<file path="src/rtl/reg_file_sb.sv">
// reg_file_sb: 2-read/1-write register file with write-through bypass and per-register busy
// scoreboard. Optional macro RF_R0_ZERO_EN hardwires register 0 to zero.
module reg_file_sb #(
   parameter int unsigned DATA_W = 32,
   parameter int unsigned ADDR_W = 5
) (
   input  logic              clk,
   input  logic              rst_n,
   input  logic [ADDR_W-1:0] rA,
   input  logic [ADDR_W-1:0] rB,
   output logic [DATA_W-1:0] aData,
   output logic [DATA_W-1:0] bData,
   output logic              aBusy,
   output logic              bBusy,
   input  logic [ADDR_W-1:0] dR,
   input  logic [DATA_W-1:0] wData,
   input  logic              wEnable,
   input  logic              resEnable,
   input  logic [ADDR_W-1:0] resAddr,
   output logic [ADDR_W:0]   busyCount
);

   localparam int unsigned DEPTH = 2 ** ADDR_W;

`ifdef RF_R0_ZERO_EN
   localparam bit R0Zero = 1'b1;
`else
   localparam bit R0Zero = 1'b0;
`endif

   logic [DATA_W-1:0] regs [DEPTH];
   logic [DEPTH-1:0]  busyQ, busyD;
   logic [ADDR_W:0]   countQ, countD;

   logic wrEff, resEff;
   logic aHit, bHit;

   // With register 0 hardwired, strobes aimed at it are dropped entirely.
   always_comb begin
      wrEff  = wEnable && !(R0Zero && (dR == '0));
      resEff = resEnable && !(R0Zero && (resAddr == '0));
      aHit   = wrEff && (dR == rA);
      bHit   = wrEff && (dR == rB);
   end

   // Release before reserve so a same-edge collision leaves the register busy.
   always_comb begin
      busyD = busyQ;
      if (wrEff) begin
         busyD[dR] = 1'b0;
      end
      if (resEff) begin
         busyD[resAddr] = 1'b1;
      end
   end

   always_comb begin
      countD = '0;
      for (int unsigned i = 0; i < DEPTH; i++) begin
         countD = countD + {{ADDR_W{1'b0}}, busyD[i]};
      end
   end

   always_ff @(posedge clk or negedge rst_n) begin
      if (!rst_n) begin
         for (int unsigned i = 0; i < DEPTH; i++) begin
            regs[i] <= DATA_W'(i);
         end
         busyQ  <= '0;
         countQ <= '0;
      end else begin
         if (wrEff) begin
            regs[dR] <= wData;
         end
         busyQ  <= busyD;
         countQ <= countD;
      end
   end

   always_comb begin
      if (R0Zero && (rA == '0)) begin
         aData = '0;
      end else if (aHit) begin
         aData = wData;
      end else begin
         aData = regs[rA];
      end

      if (R0Zero && (rB == '0)) begin
         bData = '0;
      end else if (bHit) begin
         bData = wData;
      end else begin
         bData = regs[rB];
      end

      aBusy     = busyQ[rA] & ~aHit;
      bBusy     = busyQ[rB] & ~bHit;
      busyCount = countQ;
   end

endmodule

</file>
<file path="config.mk">
export PLATFORM = sky130hd
export DESIGN_NAME = reg_file_sb
export DESIGN_NICKNAME = d
export VERILOG_FILES = /design/src/rtl/reg_file_sb.sv
export SDC_FILE = /design/constraint.sdc
export NUM_CORES = 2
export LEC_CHECK = 0
export BUFFER_PORTS_ARGS = -buffer_cell sky130_fd_sc_hd__buf_4
export CAP_MARGIN = 20
export CORE_UTILIZATION = 29
export CTS_CLUSTER_SIZE = 24
export DETAILED_ROUTE_END_ITERATION = 7
export GPL_TIMING_DRIVEN = 0
export PLACE_DENSITY_LB_ADDON = 0.3
export SYNTH_ARGS = -nofsm -noshare
export SYNTH_HDL_FRONTEND = slang
export SYNTH_SLANG_ARGS = --single-unit
</file>
<file path="constraint.sdc">
create_clock -name clk -period 15.2 [get_ports clk]
set_input_delay 3.8 -clock clk [delete_from_list [all_inputs] [get_ports clk]]
set_output_delay 3.8 -clock clk [all_outputs]
set_load 0.02 [all_outputs]
</file>
## Word level (Yosys, flattened, before mapping)

Cells that the tools add are included.
Widths: inputs -> output; s select.

| operators by class | value |
|---|---|
| add/sub/neg operators | 31 |
| multipliers | 0 |
| div/mod/pow operators | 0 |
| $lt $le $gt $ge | 10 |
| equality and inequality tests | 2 |
| shift-type cells | 0 |
| muxes and demuxes | 21 |
| bitwise gates (word level) | 10 |
| reduce and logical (&&, ||, !) cells | 5 |

Operators with widths:

| kind | number |
|---|---|
| $bwmux 1024 | 1 |
| $bmux 32 s5 | 2 |
| $mux 32 | 9 |
| $demux 32 s5 | 1 |
| $add 6x1->6 | 26 |
| $and 32x32->32 | 1 |
| $not 32->32 | 1 |
| $or 32x32->32 | 1 |
| $lt 5x6->1 const B | 4 |
| $ge 6x6->1 const B | 3 |
| $not 5->6 | 3 |
| $bmux 1 s5 | 2 |
| $demux 1 s5 | 2 |
| $eq 5x5->1 | 2 |
| $ge 5x1->1 const B | 2 |
| $add 5x1->6 | 1 |
| $lt 6x1->1 const B | 1 |
| $add 4x1->5 | 1 |
| $logic_and 1x1->1 | 5 |
| $add 3x1->4 | 1 |
| $mux 1 | 4 |
| $add 2x1->3 | 1 |
| $add 1x1->2 | 1 |
| $and 1x1->1 | 2 |
| $not 1->1 | 2 |

| word-level totals | value |
|---|---|
| bits in registers | 1062 |
| latch bits | 0 |
| RAM bits | 0 |
| memory bits (read-only) | 0 |
| output and inout port bits | 72 |
| memories | 0 |

## Depth between registers and ports, before layout

| depth | value |
|---|---|
| depth after elaboration | 40 |
| gate-level depth with buffers | 23 |

## Least setup slack after synthesis

Ideal clock, no wire load.

| timing | value |
|---|---|
| path kind | input -> output |
| start point | input port rA[0] |
| end point | output port aData[20] |
| arrival time | 5.326 ns |
| required time | 11.400 ns |
| setup slack | 6.074 ns |
| cell stages on the path | 8 |
| path buffers | 3 |
| cell sequence | buf_6 buf_12 buf_12 mux2i_1 a22o_1 a221oi_1 o22ai_1 o41ai_2 |

| between the ends | value |
|---|---|
| longest elaborated chain between the ends | 5 |
| elaborated cells on any way between the ends | 7 |
| those cells by class | eq/ne (1); mux (4); bitwise (1); reduce/logical (1) |

RTL lines:

| element | line | source |
|---|---|---|
| start, declared | 9 | `input logic [ADDR_W-1:0] rA,` |
| $not 5->6 (implied by the code) | 86 | `aData = regs[rA];` |
| $bmux 32 s5 | 86 |  |
| $mux 32 (implied by the code) (2 in series) | 86 |  |
| $mux 32 (*) | 83 | `end else if (aHit) begin` |
| end, declared | 11 | `output logic [DATA_W-1:0] aData,` |

Every way passes the cells marked *; elsewhere a longest branch is shown, timed or not. The select of a mux whose other input is x is not followed.

## Worst setup path in the final report

| timing | value |
|---|---|
| start point | input port rB[2] |
| end point | output port bData[20] |

| between the ends | value |
|---|---|
| longest elaborated chain between the ends | 5 |
| elaborated cells on any way between the ends | 7 |
| those cells by class | eq/ne (1); mux (4); bitwise (1); reduce/logical (1) |

RTL lines:

| element | line | source |
|---|---|---|
| start, declared | 10 | `input logic [ADDR_W-1:0] rB,` |
| $not 5->6 (implied by the code) | 94 | `bData = regs[rB];` |
| $bmux 32 s5 | 94 |  |
| $mux 32 (implied by the code) (2 in series) | 94 |  |
| $mux 32 (*) | 91 | `end else if (bHit) begin` |
| end, declared | 12 | `output logic [DATA_W-1:0] bData,` |

Marked as above.

==> key figures <==
Status
  – Outcome: finished, final reports clean

Placement
  – GP Congestion: 0.921
  – PortBufs: 120
  – Cells after DPL: 7,634
  – Dpl hpwl: 192 mm

Drt
  – Total Wirelength: 280 mm
  – Via density: 5.81
  – ANT nets after route: 0
  – Vias: 45,782
  – Average wire per standard cell: 35.6 µm
  – DR DRC count: 0
  – Iteration count of the initial detailed-routing pass: 5
  – Initial DRC Count: 5,320

Synthesis
  – Top cells by area, synth: dfrtp_1 41%, mux2i_1 17%, mux2_2 15%, mux2_1 4.2%, dfstp_2 3.5%
  – Mapped Nets: 4,759
  – Area share of the largest cell type after synthesis: 40.6%
  – Synth cell count leaders: 1,026 x mux2i_1, 982 x dfrtp_1, 799 x mux2_2, 263 x a22oi_1, 225 x mux2_1
  – Mean Syn Cell Area: 13.0 µm²
  – Post-synth EDFFs: 0
  – Leading area contributor after synthesis: dfrtp_1
  – Warnings, synthesis: 0
  – FFs w/ async S/R, synth: 100%
  – Sequential share of the synthesized area: 44.0%
  – Count leader, synth: mux2i_1
  – Synthesis-stage register bit count: 1,062
  – Post-synthesis cell type count: 50
  – Synthesized area: 60,600 µm²
  – Main synth FF type: dfrtp_1
  – Synth Instances: 4,672

Critical path
  – CP Data Arrival Time: 7.47 ns
  – Worst r2r src: busyQ[11]$_DFF_PN0_
  – Class of the most critical setup path: in2out
  – R2r endpoint: busyCount[4]$_DFF_PN0_
  – CP required: 11.40 ns
  – Critical path startpoint category: input pin
  – Crit. Startpoint: rB[2]
  – R2R cell count: 17
  – Slowest stage delay, CP: 0.99 ns
  – Crit path capture: bData[20]
  – Critical-path cell with the highest stage delay: buf_1
  – Crit path capture type: primary output
  – Worst path cell trace: buf_4 -> nor2b_1 -> buf_2 -> buf_2 -> buf_1 -> a22oi_1 -> a21oi_1 -> o41ai_2 -> buf_4
  – Critical path peak fanout: 10
  – R2R Setup Slk: 10.08 ns

Pwr
  – Max VDD drop: 0.253 mV
  – Leak pwr: 32.1 nW
  – PD cells: 145 nW/µm²
  – Total power: 10.2 mW

CTS
  – Post-CTS sizing: 0
  – Clk slew on worst S/H paths: 0.05 ns
  – CTS tree: done
  – Max clock buf depth: 3
  – Clock sinks: 1,062
  – Setup bufs post-CTS: 0
  – Root buf cell: clkbuf_16
  – H-tree depth: 4
  – Post-CTS Hold Buffers: 0
  – CTS Buf Count: 132
  – Worst-skew pair later-pin latency: 0.79 ns

Worst hold path
  – Hold path startpoint: regs[94]$_DFFE_PN0P_
  – Worst hold path class: reg2reg

STA
  – Hold Violations, Final: 0
  – Slew @ Worst Pin: 1.29 ns
  – Final Max Slew Viols: 0
  – Max-slew headroom: 14.0%
  – Setup violators final: 0
  – Setup TNS: 0 ns
  – RSZ-0062 raised after global routing: false
  – Achievable Freq: 0.0887 GHz
  – Final worst-path cycle share: 74.2%
  – Min Tclk post-route: 11.27 ns
  – Clk_skew: 0.0324 ns

Global routing
  – Gr usage total: 26.0%
  – GRT overflow: 0
  – Antenna violations before repair: 8
  – Pin count of the biggest net entering global routing: 175
  – First-pass GRT wire length: 380 mm
  – Number of global-route vias before repair: 45,905

Layout
  – Nets@finish: 5,069
  – Layout area overhead: 16.5%
  – Util after Layout: 34.0%
  – Cell Count, Final, Fillers Out: 7,879
  – Share of cells above drive strength 1: 34.0%

Floorplan
  – Die Y: 459 µm
  – # rows: 167
  – Die width: 459 µm
  – Placeable Area: 207,000 µm²
  – I/O Pins: 128
  – Initial Util: 29.2%
  – Die ar.: 211,000 µm²

Job
  – Max Cap Violations: 0
## worst min-delay path by stage
stage / cells past startpoint / end
after floorplan: 1 / regs[162]$_DFFE_PN0P_
after global placement: 1 / regs[626]$_DFFE_PN0P_
after detailed placement: 1 / regs[44]$_DFFE_PN0P_
after CTS: 1 / regs[44]$_DFFE_PN0P_
after global routing: 1 / regs[174]$_DFFE_PN0P_
final: 1 / regs[94]$_DFFE_PN0P_
## routing by layer
| metal | global-route usage (%) | vias up | routed length, µm | share of wire [%] |
|---|---|---|---|---|
| met5 | 0.138 | - | 64 | 0.023 |
| met3 | 7.63 | 678 | 27900 | 10 |
| met1 | 34.6 | 24265 | 118000 | 42 |
| met2 | 38.1 | 2493 | 118000 | 42 |
| li1 | - | 18334 | - | - |
| met4 | 13.3 | 12 | 16100 | 5.8 |
## per-stage QoR
step | setup WS [ns] | hold WS (ns) | area [µm²]
floorplan | 6.07 | 0.479 | 60600
global placement | -2.97 | 0.489 | 64900
detailed placement | 4.23 | 0.497 | 66000
CTS | 4.24 | 0.510 | 70500
global route | 4.14 | 0.521 | 70600
finish | 3.93 | 0.510 | 70600
## flip-flops by register name (all words and copies together), names as in the netlist
signal	count
busyCount	6
busyQ	32
regs	1024
## placed cells by master (no fill, tap or decap), types with 38 or more instances in the layout
cell type and count:
mux2_1 225, dfrtp_1 982, clkbuf_1 223, dfstp_2 80
nand2_1 96, buf_2 137, buf_6 57, mux2i_1 1026
clkbuf_16 134, o22ai_1 64, buf_8 48, a22o_1 144
buf_4 171, mux2_2 799, a221oi_1 38, a22oi_1 263
inv_1 42, o41ai_2 64, a21oi_1 130, a221oi_2 90
## critical path, delay by kind of cell
kind	cells	cell delay, ns
AOI/OAI and AO/OA	3	0.88
buffers and inverters	5	2.34
and+or+nand+nor	1	0.39
## cells by family (layout without fill, tap and decap cells)
group | after synthesis | in the layout | synth area share (%)
flops | 1062 | 1062 | 44.0
mux | 2070 | 2070 | 36.7
simple gates | 167 | 167 | 1.39
xor+xnor | 13 | 13 | 0.188
buf+inv | 518 | 934 | 4.95
other cells | 0 | 3 | 0
fa+ha+maj | 31 | 31 | 0.938
compound gates | 811 | 811 | 11.8
## power breakdown
| group | switching [mW] | total [mW] | leakage (nW) | internal (mW) |
|---|---|---|---|---|
| Clock | 1.37 | 3.33 | 2.21 | 1.97 |
| Sequential | 0.419 | 3.87 | 13.4 | 3.45 |
| Combinational | 1.63 | 3.02 | 16.6 | 1.40 |
## area by class of cell
type | instances | area [µm²]
Inverter | 43 | 161
Fill cell | 20679 | 137000
Antenna cell | 3 | 7.51
Tap cell | 2788 | 3490
Timing Repair Buffer | 176 | 1970
Sequential cell | 1062 | 26700
Buffer | 475 | 2840
Clock inverter | 40 | 649
Multi-Input combinational cell | 3092 | 30900
Clock buffer | 200 | 3880
No activity file was read; power rests on OpenSTA's default activity.
